<file path="src/rtl/ex_pkg.sv">
// Shared encodings for the EX stage: ALU and multiply/divide op codes,
// forwarding selects, destination selects and the mul/div FSM states.
package ex_pkg;

   localparam logic [3:0] ALU_ADD  = 4'd0;
   localparam logic [3:0] ALU_SUB  = 4'd1;
   localparam logic [3:0] ALU_AND  = 4'd2;
   localparam logic [3:0] ALU_OR   = 4'd3;
   localparam logic [3:0] ALU_XOR  = 4'd4;
   localparam logic [3:0] ALU_NOR  = 4'd5;
   localparam logic [3:0] ALU_SLT  = 4'd6;
   localparam logic [3:0] ALU_SLTU = 4'd7;
   localparam logic [3:0] ALU_SLL  = 4'd8;
   localparam logic [3:0] ALU_SRL  = 4'd9;
   localparam logic [3:0] ALU_SRA  = 4'd10;
   localparam logic [3:0] ALU_LUI  = 4'd11;
   localparam logic [3:0] ALU_MFHI = 4'd12;
   localparam logic [3:0] ALU_MFLO = 4'd13;

   localparam logic [2:0] MD_NONE  = 3'd0;
   localparam logic [2:0] MD_MULT  = 3'd1;
   localparam logic [2:0] MD_MULTU = 3'd2;
   localparam logic [2:0] MD_DIV   = 3'd3;
   localparam logic [2:0] MD_DIVU  = 3'd4;

   localparam logic [1:0] FWD_ID     = 2'b00;
   localparam logic [1:0] FWD_MEM    = 2'b01;
   localparam logic [1:0] FWD_WB     = 2'b10;
   localparam logic [1:0] FWD_ID_ALT = 2'b11;

   localparam logic [1:0] REG_DST_RT = 2'b00;
   localparam logic [1:0] REG_DST_RD = 2'b01;
   localparam logic [1:0] REG_DST_RA = 2'b10;

   typedef enum logic [1:0] {
      MD_IDLE = 2'd0,
      MD_RUN  = 2'd1,
      MD_DONE = 2'd2
   } md_state_t;

   // Any code outside the four defined operations is treated as "no operation".
   function automatic logic is_md_op(input logic [2:0] op);
      return (op == MD_MULT) || (op == MD_MULTU) || (op == MD_DIV) || (op == MD_DIVU);
   endfunction

   function automatic logic is_md_signed(input logic [2:0] op);
      return (op == MD_MULT) || (op == MD_DIV);
   endfunction

endpackage

</file>
<file path="src/rtl/execute_stage_mul_div_unit.sv">
// Iterative multiply/divide unit with HI/LO. Works on operand magnitudes for
// MD_CYCLES iterations (shift-add or restoring division), fixes signs and
// writes HI/LO in a final DONE cycle. Everything freezes while i_halt is high.
module mul_div_unit
   import ex_pkg::*;
#(
   parameter int DATA_WIDTH = 32,
   parameter int MD_CYCLES  = 32
) (
   input  logic                  i_clk,
   input  logic                  i_reset_n,
   input  logic                  i_halt,
   input  logic                  start,
   input  logic [2:0]            op,
   input  logic [DATA_WIDTH-1:0] a,
   input  logic [DATA_WIDTH-1:0] b,
   output logic                  busy,
   output logic [DATA_WIDTH-1:0] hi,
   output logic [DATA_WIDTH-1:0] lo
);

   localparam int W     = DATA_WIDTH;
   localparam int CNT_W = $clog2(MD_CYCLES + 1);
   localparam logic [CNT_W-1:0] CNT_LAST = CNT_W'(MD_CYCLES - 1);

   // Magnitude of an operand; unsigned ops pass through untouched.
   function automatic logic [W-1:0] magnitude(input logic signed [W-1:0] v, input logic sgn);
      return (sgn && v[W-1]) ? $unsigned(-v) : $unsigned(v);
   endfunction

   function automatic logic [2*W-1:0] sign_fix_wide(input logic [2*W-1:0] v, input logic neg);
      return neg ? (~v + 1'b1) : v;
   endfunction

   function automatic logic [W-1:0] sign_fix(input logic [W-1:0] v, input logic neg);
      return neg ? (~v + 1'b1) : v;
   endfunction

   md_state_t        state_q, state_d;
   logic [CNT_W-1:0] cnt_q;
   logic [2:0]       op_q;
   logic [W-1:0]     dvd_q;
   logic [W-1:0]     mag_b_q;
   logic [2*W-1:0]   acc_q;
   logic             neg_res_q, neg_rem_q;
   logic [W-1:0]     hi_q, lo_q;

   logic             start_ok, op_signed, div_q;
   logic [W-1:0]     mag_a, mag_b;
   logic [W:0]       sum_w, shl_w;
   logic [W-1:0]     diff_w;
   logic             take_w;
   logic [2*W-1:0]   acc_step, prod_w;
   logic [W-1:0]     hi_res, lo_res;

   assign start_ok  = start & is_md_op(op);
   assign op_signed = is_md_signed(op);
   assign mag_a     = magnitude($signed(a), op_signed);
   assign mag_b     = magnitude($signed(b), op_signed);
   assign div_q     = (op_q == MD_DIV) || (op_q == MD_DIVU);

   // FSM state register; halt freezes it.
   always_ff @(posedge i_clk or negedge i_reset_n) begin
      if (!i_reset_n) begin
         state_q <= MD_IDLE;
      end else if (!i_halt) begin
         state_q <= state_d;
      end
   end

   // FSM next state: IDLE -> RUN for MD_CYCLES iterations -> DONE -> IDLE.
   always_comb begin
      state_d = state_q;
      case (state_q)
         MD_IDLE: if (start_ok) state_d = MD_RUN;
         MD_RUN:  if (cnt_q == CNT_LAST) state_d = MD_DONE;
         MD_DONE: state_d = MD_IDLE;
         default: state_d = MD_IDLE;
      endcase
   end

   // FSM outputs: the unit is busy until HI/LO have been written.
   always_comb begin
      busy = (state_q == MD_RUN) || (state_q == MD_DONE);
   end

   // One iteration: acc holds {partial, multiplier} or {remainder, quotient}.
   always_comb begin
      sum_w  = {1'b0, acc_q[2*W-1:W]} + (acc_q[0] ? {1'b0, mag_b_q} : {(W+1){1'b0}});
      shl_w  = {acc_q[2*W-1:W], acc_q[W-1]};
      take_w = (shl_w >= {1'b0, mag_b_q});
      diff_w = shl_w[W-1:0] - mag_b_q;
      if (div_q) begin
         acc_step = {(take_w ? diff_w : shl_w[W-1:0]), acc_q[W-2:0], take_w};
      end else begin
         acc_step = {sum_w, acc_q[W-1:1]};
      end
   end

   // Sign correction and the divide-by-zero convention applied in DONE.
   always_comb begin
      prod_w = sign_fix_wide(acc_q, neg_res_q);
      hi_res = prod_w[2*W-1:W];
      lo_res = prod_w[W-1:0];
      if (div_q) begin
         if (mag_b_q == '0) begin
            lo_res = '1;
            hi_res = dvd_q;
         end else begin
            lo_res = sign_fix(acc_q[W-1:0], neg_res_q);
            hi_res = sign_fix(acc_q[2*W-1:W], neg_rem_q);
         end
      end
   end

   // Operand capture, iteration counter/accumulator and HI/LO write-back.
   always_ff @(posedge i_clk or negedge i_reset_n) begin
      if (!i_reset_n) begin
         cnt_q     <= '0;
         op_q      <= MD_NONE;
         dvd_q     <= '0;
         mag_b_q   <= '0;
         acc_q     <= '0;
         neg_res_q <= 1'b0;
         neg_rem_q <= 1'b0;
         hi_q      <= '0;
         lo_q      <= '0;
      end else if (!i_halt) begin
         case (state_q)
            MD_IDLE: begin
               if (start_ok) begin
                  op_q      <= op;
                  dvd_q     <= a;
                  mag_b_q   <= mag_b;
                  acc_q     <= {{W{1'b0}}, mag_a};
                  neg_res_q <= op_signed & (a[W-1] ^ b[W-1]);
                  neg_rem_q <= op_signed & a[W-1];
                  cnt_q     <= '0;
               end
            end
            MD_RUN: begin
               cnt_q <= cnt_q + 1'b1;
               acc_q <= acc_step;
            end
            MD_DONE: begin
               hi_q <= hi_res;
               lo_q <= lo_res;
            end
            default: ;
         endcase
      end
   end

   assign hi = hi_q;
   assign lo = lo_q;

endmodule

</file>
<file path="src/rtl/execute_stage.sv">
// EX stage of the 5-stage MIPS core: forwarding muxes, single-cycle ALU,
// link override, the multiply/divide unit with its interlock, and the
// EX/MEM pipeline register.
module execute_stage
   import ex_pkg::*;
#(
   parameter int DATA_WIDTH = 32,
   parameter int MD_CYCLES  = 32
) (
   input  logic                  i_clk,
   input  logic                  i_reset_n,
   input  logic                  i_halt,
   input  logic [DATA_WIDTH-1:0] i_rs_data,
   input  logic [DATA_WIDTH-1:0] i_rt_data,
   input  logic [DATA_WIDTH-1:0] i_imm_ext,
   input  logic [4:0]            i_shamt,
   input  logic [4:0]            i_rt,
   input  logic [4:0]            i_rd,
   input  logic [DATA_WIDTH-1:0] i_pc_plus_8,
   input  logic [1:0]            i_fwd_a_sel,
   input  logic [1:0]            i_fwd_b_sel,
   input  logic [DATA_WIDTH-1:0] i_fwd_mem_data,
   input  logic [DATA_WIDTH-1:0] i_fwd_wb_data,
   input  logic [3:0]            i_ctl_EX_alu_op,
   input  logic                  i_ctl_EX_alu_src,
   input  logic                  i_ctl_EX_shift_var,
   input  logic [1:0]            i_ctl_EX_reg_dst,
   input  logic                  i_ctl_EX_link,
   input  logic [2:0]            i_ctl_EX_md_op,
   input  logic                  i_ctl_MEM_mem_read,
   input  logic                  i_ctl_MEM_mem_write,
   input  logic                  i_ctl_MEM_unsigned,
   input  logic [1:0]            i_ctl_MEM_data_width,
   input  logic                  i_ctl_WB_mem_to_reg,
   input  logic                  i_ctl_WB_reg_write,
   output logic [DATA_WIDTH-1:0] o_ALU_result,
   output logic [DATA_WIDTH-1:0] o_data_to_write,
   output logic [4:0]            o_reg_dest,
   output logic                  o_ctl_MEM_mem_read,
   output logic                  o_ctl_MEM_mem_write,
   output logic                  o_ctl_MEM_unsigned,
   output logic [1:0]            o_ctl_MEM_data_width,
   output logic                  o_ctl_WB_mem_to_reg,
   output logic                  o_ctl_WB_reg_write,
   output logic                  o_stall,
   output logic                  o_md_busy
);

   localparam int W = DATA_WIDTH;

   logic signed [W-1:0] fwd_a_p0, fwd_b_p0, opnd_b_p0;
   logic [4:0]          shamt_p0;
   logic [W-1:0]        alu_p0, result_p0;
   logic [4:0]          dest_p0;
   logic [W-1:0]        md_hi, md_lo;
   logic                md_busy, md_start;

   logic [W-1:0]        alu_result_p1, data_to_write_p1;
   logic [4:0]          reg_dest_p1;
   logic                mem_read_p1, mem_write_p1, mem_unsigned_p1;
   logic [1:0]          mem_width_p1;
   logic                mem_to_reg_p1, reg_write_p1;

   // Operand forwarding and the immediate/shift-amount selection.
   always_comb begin
      case (i_fwd_a_sel)
         FWD_MEM: fwd_a_p0 = i_fwd_mem_data;
         FWD_WB:  fwd_a_p0 = i_fwd_wb_data;
         default: fwd_a_p0 = i_rs_data;
      endcase
      case (i_fwd_b_sel)
         FWD_MEM: fwd_b_p0 = i_fwd_mem_data;
         FWD_WB:  fwd_b_p0 = i_fwd_wb_data;
         default: fwd_b_p0 = i_rt_data;
      endcase
      opnd_b_p0 = i_ctl_EX_alu_src ? i_imm_ext : fwd_b_p0;
      shamt_p0  = i_ctl_EX_shift_var ? fwd_a_p0[4:0] : i_shamt;
   end

   // Single-cycle ALU; HI/LO reads come straight from the mul/div unit.
   always_comb begin
      case (i_ctl_EX_alu_op)
         ALU_ADD:  alu_p0 = fwd_a_p0 + opnd_b_p0;
         ALU_SUB:  alu_p0 = fwd_a_p0 - opnd_b_p0;
         ALU_AND:  alu_p0 = fwd_a_p0 & opnd_b_p0;
         ALU_OR:   alu_p0 = fwd_a_p0 | opnd_b_p0;
         ALU_XOR:  alu_p0 = fwd_a_p0 ^ opnd_b_p0;
         ALU_NOR:  alu_p0 = ~(fwd_a_p0 | opnd_b_p0);
         ALU_SLT:  alu_p0 = {{(W-1){1'b0}}, (fwd_a_p0 < opnd_b_p0)};
         ALU_SLTU: alu_p0 = {{(W-1){1'b0}}, ($unsigned(fwd_a_p0) < $unsigned(opnd_b_p0))};
         ALU_SLL:  alu_p0 = $unsigned(opnd_b_p0) << shamt_p0;
         ALU_SRL:  alu_p0 = $unsigned(opnd_b_p0) >> shamt_p0;
         ALU_SRA:  alu_p0 = $unsigned(opnd_b_p0 >>> shamt_p0);
         ALU_LUI:  alu_p0 = {opnd_b_p0[15:0], 16'h0000};
         ALU_MFHI: alu_p0 = md_hi;
         ALU_MFLO: alu_p0 = md_lo;
         default:  alu_p0 = '0;
      endcase
      result_p0 = i_ctl_EX_link ? i_pc_plus_8 : alu_p0;
   end

   // Destination register select; the unused code falls back to rt.
   always_comb begin
      case (i_ctl_EX_reg_dst)
         REG_DST_RD: dest_p0 = i_rd;
         REG_DST_RA: dest_p0 = 5'd31;
         default:    dest_p0 = i_rt;
      endcase
   end

   // A busy unit blocks new mul/div ops and HI/LO reads until it is idle again.
   assign o_stall   = md_busy & (is_md_op(i_ctl_EX_md_op) |
                                 (i_ctl_EX_alu_op == ALU_MFHI) |
                                 (i_ctl_EX_alu_op == ALU_MFLO));
   assign md_start  = is_md_op(i_ctl_EX_md_op) & ~o_stall;
   assign o_md_busy = md_busy;

   mul_div_unit #(
      .DATA_WIDTH (W),
      .MD_CYCLES  (MD_CYCLES)
   ) u_mul_div (
      .i_clk     (i_clk),
      .i_reset_n (i_reset_n),
      .i_halt    (i_halt),
      .start     (md_start),
      .op        (i_ctl_EX_md_op),
      .a         (fwd_a_p0),
      .b         (fwd_b_p0),
      .busy      (md_busy),
      .hi        (md_hi),
      .lo        (md_lo)
   );

   // EX/MEM register: load, insert a bubble on stall, hold on halt.
   always_ff @(posedge i_clk or negedge i_reset_n) begin
      if (!i_reset_n) begin
         alu_result_p1    <= '0;
         data_to_write_p1 <= '0;
         reg_dest_p1      <= '0;
         mem_read_p1      <= 1'b0;
         mem_write_p1     <= 1'b0;
         mem_unsigned_p1  <= 1'b0;
         mem_width_p1     <= '0;
         mem_to_reg_p1    <= 1'b0;
         reg_write_p1     <= 1'b0;
      end else if (!i_halt) begin
         if (o_stall) begin
            mem_read_p1     <= 1'b0;
            mem_write_p1    <= 1'b0;
            mem_unsigned_p1 <= 1'b0;
            mem_width_p1    <= '0;
            mem_to_reg_p1   <= 1'b0;
            reg_write_p1    <= 1'b0;
         end else begin
            alu_result_p1    <= result_p0;
            data_to_write_p1 <= fwd_b_p0;
            reg_dest_p1      <= dest_p0;
            mem_read_p1      <= i_ctl_MEM_mem_read;
            mem_write_p1     <= i_ctl_MEM_mem_write;
            mem_unsigned_p1  <= i_ctl_MEM_unsigned;
            mem_width_p1     <= i_ctl_MEM_data_width;
            mem_to_reg_p1    <= i_ctl_WB_mem_to_reg;
            reg_write_p1     <= i_ctl_WB_reg_write;
         end
      end
   end

   assign o_ALU_result         = alu_result_p1;
   assign o_data_to_write      = data_to_write_p1;
   assign o_reg_dest           = reg_dest_p1;
   assign o_ctl_MEM_mem_read   = mem_read_p1;
   assign o_ctl_MEM_mem_write  = mem_write_p1;
   assign o_ctl_MEM_unsigned   = mem_unsigned_p1;
   assign o_ctl_MEM_data_width = mem_width_p1;
   assign o_ctl_WB_mem_to_reg  = mem_to_reg_p1;
   assign o_ctl_WB_reg_write   = reg_write_p1;

endmodule
</file>
<file path="config.mk">
export PLATFORM = sky130hd
export DESIGN_NAME = execute_stage
export DESIGN_NICKNAME = d
export VERILOG_FILES = /design/src/rtl/ex_pkg.sv /design/src/rtl/execute_stage_mul_div_unit.sv /design/src/rtl/execute_stage.sv
export SDC_FILE = /design/constraint.sdc
export NUM_CORES = 2
export LEC_CHECK = 0
export ABC_AREA = 0
export CAP_MARGIN = 30
export CORE_MARGIN = 5
export CORE_UTILIZATION = 25
export DETAILED_ROUTE_END_ITERATION = 6
export GPL_TIMING_DRIVEN = 1
export PLACE_DENSITY_LB_ADDON = 0.1
export SLEW_MARGIN = 30
export SYNTH_ARGS = -nofsm -noshare
export SYNTH_HDL_FRONTEND = slang
export SYNTH_SLANG_ARGS = --single-unit
</file>
<file path="constraint.sdc">
create_clock -name i_clk -period 3.3 [get_ports i_clk]
set_clock_uncertainty 0.05 [all_clocks]
set_input_delay 0.495 -clock i_clk [delete_from_list [all_inputs] [get_ports i_clk]]
set_output_delay 0.495 -clock i_clk [all_outputs]
set_load 0.005 [all_outputs]
</file>
==> qor.log <==
[timing] total of endpoints with negative setup slack in the final report 31
[hold_path] startpoint of the lowest-slack hold path i_ctl_EX_link
[detailed_routing] Residual DRC 5
[detailed_routing] number of nets still failing antenna checks after routing 0
[timing] crit share post-route 112%
[global_routing] grt total ovfl 0
[critical_path] Worst setup SP type primary input
[logic_synthesis] total standard cell area after synthesis 0.0305 mm^2
[place] placed inst area 0.0451 mm^2
[global_routing] pin count of the biggest net entering global routing 75
[logic_synthesis] parity-gate share of the synthesized area counting xor and xnor cells 6.26%
[detailed_routing] detailed router's first-iteration violation count 3,997
[global_routing] All-Layer GR Usage 30.2%
[place] number of cells in the design after placement 7,058
[clock_tree] source-to-sink clock delay at the later pin of the worst-skew pair 0.63 ns
[critical_path] crit path max fanout 4
[place] number of input and output port buffers inserted 310
[clock_tree] H-tree level count 2
[critical_path] worst setup path class in2reg
[timing] final hold slack 0.140 ns
[place] dpl hpwl 170,000 um
[die] placeable core region 0.122 mm^2
[finish] post-route cell area 0.0507 mm^2
[global_routing] antenna violations before repair 14
[die] floorplan die area 0.129 mm^2
[place] pre-CTS worst setup slack -1.95 ns
[job] maxcap violations 0
[logic_synthesis] number of synthesis warnings 0
[hold_path] hold crit path type in2reg
[logic_synthesis] post-synthesis instance total 4,150
[power_and_ir_drop] IR Drop Worst-Case VDD 523 uV
[finish] fin nets 6,017
[critical_path] type of destination of the critical path flip-flop
[clock_tree] CTS Root Cell clkbuf_16
[logic_synthesis] portion of the post-synthesis area used by sequential elements 23.0%
[die] initial core utilization 25.1%
[timing] post-route setup TNS -7.28 ns
[die] horizontal die dimension 359 um
[power_and_ir_drop] Total Power 36.6 mW
[clock_tree] clk sink count 281
[logic_synthesis] simple logic cell fraction of the synthesized area 20.4%
[detailed_routing] total number of vias 39,100
[run_status] run status finished, violations left
[logic_synthesis] synthesized net count 4,568
[logic_synthesis] post-synthesis share of cell area spent on full adders, half adders and majority gates 7.68%
[global_routing] first-pass GRT wire length 286,000 um
[clock_tree] CTS tree yes
[logic_synthesis] average size of a mapped cell 7.35 um^2
[die] number of primary I/O pins 311
[finish] share of post-route cells with drive strength above 1 35.9%
[logic_synthesis] number of library cell types mapped by synthesis 97
[clock_tree] Num CTS Buffers 40
[run_status] violations in the final reports design-rule violations, negative setup slack
[detailed_routing] routed wire length per instance 28.3 um
[timing] max-slew violation count 0
[finish] layout-stage area growth over the synthesis result 66.0%
[logic_synthesis] ys flop type dfrtp_1
[critical_path] arrival time worst endpoint 4.20 ns
[clock_tree] buffer levels on the longest clock path 3
[critical_path] Worst EP required 3.80 ns
[timing] RSZ-0062 raised after global routing true
[timing] count of endpoints failing hold in the final timing report 0
[finish] final cell utilization of the core 41.7%
[clock_tree] CTS clock-pin slew for the worst setup and hold paths 0.06 ns
[timing] maximum clock frequency 271 MHz
[detailed_routing] routed via count divided by cell count 5.38
[logic_synthesis] async set or reset register ratio after synthesis 100%
[timing] worst setup margin -0.395 ns
[die] die boundary height 359 um
[power_and_ir_drop] total power density per cell area 722 mW/mm^2
[timing] pin slew with the least headroom to its limit 0.730 ns
[finish] max reg flops 64
[finish] register containing the most flip-flops in the final layout u_mul_div.acc_q
[logic_synthesis] post-synthesis mux area share 6.06%
[logic_synthesis] Compound-Gate Fraction of Synth Area 30.3%
[logic_synthesis] number of enable flip-flop cells after synthesis 0
[global_routing] via count of the first global-routing pass 37,900
[power_and_ir_drop] leakage 22.5 nW
[place] final weighted congestion in routability-driven placement 1.04
[timing] Relative slew margins 50.8%
[die] number of core rows 128
[timing] clock period minus worst slack 3.70 ns
[critical_path] startpoint of the worst-slack reg-to-reg timing path u_mul_div.acc_q[0]
[critical_path] Crit. Startpoint i_fwd_wb_data[6]
[detailed_routing] number of detailed-route iterations in the first pass 7
[logic_synthesis] main combinational cell family by area after synthesis compound AO/OA/AOI/OAI gates
[finish] final cell count without fillers 7,263
[detailed_routing] routed wire length 205,000 um
[logic_synthesis] register bit total from synthesis 281
## cell usage in the layout, fill, tap and decap left out, drive strengths merged, types with 161 or more instances in the layout
master	netlist	final
a21oi	319	319
buf	82	1419
clkdlybuf4s50	0	297
dfrtp	281	281
ha	181	181
inv	167	166
mux2i	161	161
nand2	544	544
nor2	361	361
o21ai	450	450
## cell usage after synthesis (12+ instances only)
master,instances,area [um^2]
a21boi_0,14,105
buf_1,27,101
dfrtp_1,281,7030
mux2i_1,161,1610
o41ai_1,17,149
a211oi_1,40,300
nand2_1,544,2040
nor2_1,360,1350
inv_1,157,589
buf_2,51,255
a221o_1,28,280
nand4_1,47,294
clkbuf_1,235,882
o221a_2,14,158
nor3b_1,13,97.6
a2111oi_0,12,105
a22o_1,38,333
a221oi_1,45,394
nor4_1,18,113
o22ai_1,28,175
a31oi_1,62,388
xor2_1,98,858
nor3_1,57,285
nor2b_1,32,200
and3_1,31,194
o31ai_1,33,248
a21o_1,41,308
o211ai_1,63,473
or2_2,12,75.1
a222oi_1,13,130
ha_1,181,2260
o21ai_0,398,1990
o21bai_1,23,173
o21a_1,24,180
a21oi_1,319,1600
xnor2_1,120,1050
nand3_1,104,521
o21ai_1,52,260
or3_1,37,231
mux2_2,17,191
nand2b_1,52,325
a22oi_1,69,518
## where the power goes
part | leakage (nW) | total, mW | switching, mW | internal, mW
clock | 0.674 | 4.73 | 2.00 | 2.73
sequential | 3.53 | 6.66 | 1.77 | 4.89
combinational | 18.3 | 25.2 | 13.7 | 11.4
total | 22.5 | 36.6 | 17.5 | 19.1
## final cells by class
type | count | area, um^2
fillers | 12500 | 70900
multi-input cells | 3382 | 24700
repair buffers | 1725 | 14800
flip-flops and latches | 281 | 7040
well taps | 1625 | 2030
clock buffers | 53 | 1120
inverters | 169 | 679
clock inverters | 19 | 262
diodes | 9 | 22.5
## final timing paths
kind | end | cells after the start | slack, ns
max | o_ALU_result[14] | 19 | -0.40
min | o_ALU_result[8] | 3 | 0.14
max reg2reg | u_mul_div.acc_q[62] | 16 | -0.36
min reg2reg | u_mul_div.dvd_q[0] | 2 | 0.43
max in group asynchronous | o_ALU_result[6] | 3 | 1.88
min in group asynchronous | u_mul_div.hi[6] | 2 | 0.38
## logic make-up after synthesis
logic type	Yosys count
AND/OR/NAND/NOR	1365
AO/OA/AOI/OAI	1434
buffers and inverters	487
multiplexers	180
flip-flops	281
adder cells (fa/ha/maj)	185
XOR/XNOR	218
## per-layer routing
metal | vias up | track usage [%] | share of wire [%]
met5 | - | 0 | 0.0073
li1 | 18000 | - | -
met2 | 1579 | 45.8 | 43
met1 | 19200 | 42.9 | 46
met3 | 277 | 5.68 | 7.7
met4 | 2 | 10.2 | 4.2
## worst max-delay path, cell delays in order
cell             delay (ns)
clkdlybuf4s50_1        0.56
a22o_1                 0.22
o221a_4                0.28
inv_4                  0.06
ha_2                   0.22
a2111oi_4              0.40
buf_4                  0.18
a2111oi_4              0.07
buf_4                  0.16
a221oi_4               0.27
buf_4                  0.16
buf_6                  0.08
o21bai_1               0.07
a21oi_1                0.17
a21oi_1                0.10
buf_4                  0.18
xnor2_4                0.29
a21oi_2                0.09
a21oi_1                0.12
## what timing repair did
action                                 in CTS  in global routing
setup endpoints to repair                  96                 80
hold buffers                                1                  0
buffers inserted                           78                 58
endpoints found under the hold margin      47                  0
pin swaps                                 162                163
gates resized for setup                   443                261
gates cloned                                1                  3
No activity file was read; power rests on OpenSTA's default activity.
